===== config.mk =====
export PLATFORM = sky130hd
export DESIGN_NAME = braille_encoder
export DESIGN_NICKNAME = d
export VERILOG_FILES = /design/src/rtl/braille_encoder.sv
export SDC_FILE = /design/constraint.sdc
export NUM_CORES = 1
export LEC_CHECK = 0
export BUFFER_PORTS_ARGS = -buffer_cell sky130_fd_sc_hd__buf_2
export CAP_MARGIN = 25
export CORE_MARGIN = 2
export CORE_UTILIZATION = 45
export DETAILED_ROUTE_END_ITERATION = 10
export PLACE_DENSITY_LB_ADDON = 0.2
export RECOVER_POWER = 50
export SLEW_MARGIN = 20
export SYNTH_ARGS = -nofsm -noshare
export SYNTH_HDL_FRONTEND = slang
export SYNTH_SLANG_ARGS = --single-unit

===== constraint.sdc =====
create_clock -name clk -period 17.26 [get_ports clk]
set_clock_uncertainty 0.05 [all_clocks]
set_input_delay 2.589 -clock clk [delete_from_list [all_inputs] [get_ports clk]]
set_output_delay 2.589 -clock clk [all_outputs]
set_load 0.03 [all_outputs]

===== src/rtl/braille_encoder.sv =====
// braille_encoder
//   Collects ASCII characters into a cell buffer, translating each into one
//   or two six-dot Braille cells, then plays the buffered cells out as a
//   burst once the final character of a message arrives.
//
//   Parameters
//     MAX_CELLS     cell buffer depth (2..255)
//   Optional build macro
//     CAPITAL_SIGN_EN  prefix uppercase letters with the capital sign (0x20)
//   Ports
//     clk           single clock, rising edge
//     reset         synchronous active-high reset
//     ascii_in      character code, qualified by ascii_valid
//     ascii_valid   character strobe
//     ascii_last    final character of the message (sampled with ascii_valid)
//     ascii_ready   high in IDLE/COLLECT, low while a burst is emitted
//     braille_out   cell, bit n-1 = dot n, bits [7:6] = 0
//     braille_size  number of cells in the current / last burst
//     braille_valid qualifies braille_out
//     overflow      sticky: a character was dropped for lack of room
module braille_encoder #(
    parameter int MAX_CELLS = 16
) (
    input  logic       clk,
    input  logic       reset,
    input  logic [7:0] ascii_in,
    input  logic       ascii_valid,
    input  logic       ascii_last,
    output logic       ascii_ready,
    output logic [7:0] braille_out,
    output logic [7:0] braille_size,
    output logic       braille_valid,
    output logic       overflow
);

    localparam int IDX_W = $clog2(MAX_CELLS);

    localparam logic [1:0] S_IDLE    = 2'd0;
    localparam logic [1:0] S_COLLECT = 2'd1;
    localparam logic [1:0] S_EMIT    = 2'd2;

    localparam logic [5:0] NUM_SIGN = 6'h3C;
    localparam logic [5:0] CAP_SIGN = 6'h20;

    logic [1:0]       state_q,  state_d;
    logic [7:0]       count_q,  count_d;
    logic             run_q,    run_d;
    logic             ovf_q,    ovf_d;
    logic [7:0]       size_q,   size_d;
    logic [7:0]       rd_idx_q, rd_idx_d;
    logic [5:0]       cells_q [MAX_CELLS];
    logic [5:0]       cells_d [MAX_CELLS];

    logic             is_lower, is_upper, is_digit;
    logic [1:0]       enc_n;
    logic [5:0]       enc_c0, enc_c1, digit_cell;
    logic [7:0]       base_count;
    logic             base_run;
    logic [8:0]       need;
    logic             fit;
    logic [IDX_W-1:0] wr0, wr1, rd_sl;

    // Cell for the idx-th letter of the alphabet (0 = 'a').
    function automatic logic [5:0] letter_cell(input logic [4:0] idx);
        case (idx)
            5'd0:  letter_cell = 6'h01;  5'd1:  letter_cell = 6'h03;
            5'd2:  letter_cell = 6'h09;  5'd3:  letter_cell = 6'h19;
            5'd4:  letter_cell = 6'h11;  5'd5:  letter_cell = 6'h0B;
            5'd6:  letter_cell = 6'h1B;  5'd7:  letter_cell = 6'h13;
            5'd8:  letter_cell = 6'h0A;  5'd9:  letter_cell = 6'h1A;
            5'd10: letter_cell = 6'h05;  5'd11: letter_cell = 6'h07;
            5'd12: letter_cell = 6'h0D;  5'd13: letter_cell = 6'h1D;
            5'd14: letter_cell = 6'h15;  5'd15: letter_cell = 6'h0F;
            5'd16: letter_cell = 6'h1F;  5'd17: letter_cell = 6'h17;
            5'd18: letter_cell = 6'h0E;  5'd19: letter_cell = 6'h1E;
            5'd20: letter_cell = 6'h25;  5'd21: letter_cell = 6'h27;
            5'd22: letter_cell = 6'h3A;  5'd23: letter_cell = 6'h2D;
            5'd24: letter_cell = 6'h3D;  5'd25: letter_cell = 6'h35;
            default: letter_cell = 6'h3F;
        endcase
    endfunction

    function automatic logic [5:0] punct_cell(input logic [7:0] ch);
        case (ch)
            8'h20:   punct_cell = 6'h00;  // space
            8'h2C:   punct_cell = 6'h02;  // ,
            8'h2E:   punct_cell = 6'h32;  // .
            8'h3F:   punct_cell = 6'h26;  // ?
            8'h21:   punct_cell = 6'h16;  // !
            default: punct_cell = 6'h3F;
        endcase
    endfunction

    assign ascii_ready   = (state_q != S_EMIT);
    assign braille_valid = (state_q == S_EMIT);
    assign rd_sl         = rd_idx_q[IDX_W-1:0];
    assign braille_out   = braille_valid ? {2'b00, cells_q[rd_sl]} : 8'h00;
    assign braille_size  = size_q;
    assign overflow      = ovf_q;

    always_comb begin
        state_d  = state_q;
        count_d  = count_q;
        run_d    = run_q;
        ovf_d    = ovf_q;
        size_d   = size_q;
        rd_idx_d = rd_idx_q;
        cells_d  = cells_q;

        is_lower = (ascii_in >= 8'h61) && (ascii_in <= 8'h7A);
        is_upper = (ascii_in >= 8'h41) && (ascii_in <= 8'h5A);
        is_digit = (ascii_in >= 8'h30) && (ascii_in <= 8'h39);

        // A message starting in IDLE sees a fresh buffer and no digit run.
        base_count = (state_q == S_IDLE) ? 8'd0 : count_q;
        base_run   = (state_q == S_IDLE) ? 1'b0 : run_q;

        // '0' takes cell j; '1'..'9' take cells a..i.
        digit_cell = (ascii_in[3:0] == 4'd0) ? 6'h1A
                                             : letter_cell({1'b0, ascii_in[3:0] - 4'd1});

        enc_n  = 2'd1;
        enc_c0 = punct_cell(ascii_in);
        enc_c1 = 6'h00;
        if (is_lower) begin
            enc_c0 = letter_cell(ascii_in[4:0] - 5'd1);
        end else if (is_upper) begin
`ifdef CAPITAL_SIGN_EN
            enc_n  = 2'd2;
            enc_c0 = CAP_SIGN;
            enc_c1 = letter_cell(ascii_in[4:0] - 5'd1);
`else
            enc_c0 = letter_cell(ascii_in[4:0] - 5'd1);
`endif
        end else if (is_digit) begin
            if (base_run) begin
                enc_c0 = digit_cell;
            end else begin
                enc_n  = 2'd2;
                enc_c0 = NUM_SIGN;
                enc_c1 = digit_cell;
            end
        end

        need = {1'b0, base_count} + {7'd0, enc_n};
        fit  = (need <= 9'(MAX_CELLS));
        wr0  = base_count[IDX_W-1:0];
        wr1  = wr0 + IDX_W'(1);

        case (state_q)
            S_IDLE, S_COLLECT: begin
                if (ascii_valid) begin
                    count_d = base_count;
                    run_d   = base_run;
                    ovf_d   = (state_q == S_IDLE) ? 1'b0 : ovf_q;
                    if (fit) begin
                        cells_d[wr0] = enc_c0;
                        if (enc_n == 2'd2) begin
                            cells_d[wr1] = enc_c1;
                        end
                        count_d = need[7:0];
                        run_d   = is_digit;
                    end else begin
                        // Dropped whole; the digit run is left as it was.
                        ovf_d = 1'b1;
                    end
                    if (ascii_last) begin
                        state_d  = S_EMIT;
                        size_d   = count_d;
                        rd_idx_d = 8'd0;
                    end else begin
                        state_d = S_COLLECT;
                    end
                end
            end
            S_EMIT: begin
                rd_idx_d = rd_idx_q + 8'd1;
                if ((count_q == 8'd0) || (rd_idx_q == count_q - 8'd1)) begin
                    state_d = S_IDLE;
                end
            end
            default: state_d = S_IDLE;
        endcase
    end

    always_ff @(posedge clk) begin
        if (reset) begin
            state_q  <= S_IDLE;
            count_q  <= 8'd0;
            run_q    <= 1'b0;
            ovf_q    <= 1'b0;
            size_q   <= 8'd0;
            rd_idx_q <= 8'd0;
        end else begin
            state_q  <= state_d;
            count_q  <= count_d;
            run_q    <= run_d;
            ovf_q    <= ovf_d;
            size_q   <= size_d;
            rd_idx_q <= rd_idx_d;
        end
    end

    // Cell storage carries no reset; only cells below count are ever read.
    always_ff @(posedge clk) begin
        cells_q <= cells_d;
    end

endmodule

==> flow_summary.yaml <==
status:
  status: "finished with violations"
  violations: "capacitance limit, slew limit"
timing:
  rsz0062_at_grt: "false"
  max_freq_ghz: 0.106
  layout_setup_ws_ps: 7850
  finalSetupViolCount: 0
  relSlewSlack_pct: -32.9
  hold_viol_final: 0
  whs_ps: 405
  worstMarginPinSlew_ps: 1990
  period_share_pct: 54.5
  slew_viol_final: 47
  fin_crit_ps: 9410
  fin_tns_setup_ps: 0
logic_synthesis:
  synth.distinct_cells: 78
  yosysSeqAreaShare_pct: 40.6
  synthCells: 918
  ys_top_cells_by_area: "edfxtp_1 34%, mux4_2 8.0%, dfxtp_1 6.6%"
  avgSynthCellArea_um2: 9.25
  synth_largest_area_cell: "edfxtp_1"
  synth-edff-count: 96
  synth_top_area_share_pct: 34.0
  synth_area_um2: 8490
  synthArstFlopShare_pct: 0
  yosys_warnings: 0
  ys.flop_type: "edfxtp_1"
  synth-seq-cells: 124
die:
  rows: 50
  pin_count: 31
  die_h_um: 141
  start_util_pct: 45.7
  die_w_um: 141
  core_um2: 18600
  fp.dieArea_um2: 20000
placement:
  dp.cells: 1118
  portBuffers: 28
  routabilityCongestion: 0.867
  hpwlAfterDp_um: 16900
  post-place-ws_ps: 8820
  placed_cell_area_um2: 8700
power_and_ir_drop:
  pwr_density_cell_nw_per_um2: 88.9
  combPwrFrac_pct: 14.4
  internal-power_uw: 595
  power_leakage_uw: 0.00309
  p_seq_share_pct: 44.3
  netSwitchingPower_uw: 217
  p_sw_share_pct: 26.7
  vdd_ir_drop_max_v: 0.0000640
  clkPwrFrac_pct: 41.3
global_routing:
  first_global_vias: 6977
  grt_util_all_layers_pct: 25.6
  grt_first_pass_wirelength_um: 39900
  antenna_found_initial: 0
  grt_max_degree: 61
  grt_overflow_total: 0
route:
  ant_nets: 0
  drt-total-wl_um: 25000
  vias: 7448
  wire_per_inst_um: 21.7
  drt-initial-drc-count: 896
  first_pass_iters: 6
  via_per_inst: 6.48
  drc: 0
setup_path:
  worst_r2r_path_depth: 10
  ff2ff_setup_slack_ps: 10960
  rr_startpoint: "state_q[1]"
  critPathKind: "input pin to flop"
  worst_ep_arrival_time_ps: 9410
  cp_max_fo: 60
  worst_r2r_endpoint: "cells_q[5]"
  start_kind: "input pin"
  end_kind: "flop"
  required_ps: 17260
clock_network:
  h-tree-depth: 4
  clk_latency_ps: 420
  cts_resized: 0
  cts_buffers: 17
  clk_path_buf_depth: 2
  cts_post_setup_buffers_inserted: 0
  cts_root_buffer: "clkbuf_16"
  path_clk_slew_ps: 60
  cts_tree: "done"
  clock_sink_count: 124
  cts_hold_buf: 0
layout:
  antennaDiodeCount: 0
  fill_cells: 1760
  area_growth_pct: 7.55
  final_cell_mix: "96 x edfxtp_1, 87 x nor2_1, 85 x a21oi_1"
  layout.nets: 928
  design_area_um2: 9130
  drive_above_1_share_pct: 10.3
  final_common_cell: "edfxtp_1"
  layoutNonFillerInstCount: 1149
worst_hold_path:
  worstHoldEndpoint: "braille_size[5]"
  hp-start: "braille_size[5]"
  hold_class: "flop to flop"
  hold_depth: 2
job:
  maxCapViolations: 2
==> synthesized netlist by cell type, types with 15 or more instances <==
library cell	number
clkbuf_1	45
o21ai_0	64
nand2b_1	15
nand2_1	72
mux4_2	30
a21oi_1	86
and3_1	18
buf_2	18
nor2_1	78
a22oi_1	18
dfxtp_1	28
nand3_1	50
a31oi_1	44
edfxtp_1	96
nor3_1	31
==> per-layer routing <==
| metal | part of all wire, % | vias up | GRT usage [%] |
|---|---|---|---|
| met3 | 6.9 | 41 | 3.31 |
| li1 | - | 3474 | - |
| met2 | 46 | 327 | 40.2 |
| met4 | 2.1 | 0 | 7.89 |
| met1 | 45 | 3606 | 37.0 |
| met5 | 0 | - | 0 |
==> how the worst max path moves through the flow <==
stage / to / slack [ps] / from
detailed placement: cells_q[46] / 8820 / ascii_in[0]
CTS: cells_q[5] / 9230 / ascii_in[0]
global placement: cells_q[10] / 9030 / ascii_in[0]
finish: cells_q[5] / 7850 / ascii_in[0]
global route: cells_q[5] / 7380 / ascii_in[0]
floorplan: count_q[3] / 8030 / ascii_in[0]
==> flip-flops by register name, summed over array words and instances (netlist names) <==
register / flops
rd_idx_q: 8
run_q: 1
cells_q: 96
braille_size: 8
state_q: 2
overflow: 1
count_q: 8
==> stage by stage <==
stage	util, %	total power [µW]
global route	49.1	840
floorplan	-	448
CTS	49.7	815
detailed placement	46.8	482
global placement	46.8	481
finish	49.1	812
==> power groups by stage <==
stage	clock network (µW)	logic, µW	registers, µW
after detailed placement	0	117	365
final	335	117	359
after CTS	338	118	359
after floorplan	0	88.2	360
after global routing	351	128	362
after global placement	0	116	364
==> final cells by class <==
type	instances	area, µm²	area share, %
Timing Repair Buffer	38	188	2.06
Clock buffer	19	433	4.74
Tap cell	234	293	3.21
Inverter	17	63.8	0.699
Sequential cell	124	3440	37.7
Multi-Input combinational cell	705	4600	50.4
Clock inverter	12	105	1.15
==> cell families after synthesis <==
kind of cell / count (synthesis) / synth area share, %
AO/OA/AOI/OAI: 287 / 20.8
XOR/XNOR: 20 / 2.15
adder cells (fa/ha/maj): 13 / 2.00
buffers and inverters: 90 / 4.57
flip-flops: 124 / 40.6
multiplexers: 40 / 9.21
other: 1 / 0.0442
AND/OR/NAND/NOR: 343 / 20.6
==> worst max-delay path: stages <==
cell,delay (ps)
clkbuf_1,320
inv_1,290
ha_1,690
o21bai_1,250
a2111oi_0,510
clkbuf_1,860
inv_1,670
ha_1,420
a21oi_1,440
nor3_1,140
o41ai_1,580
and4b_4,820
buf_4,770
(Power assumes the default switching activity.)
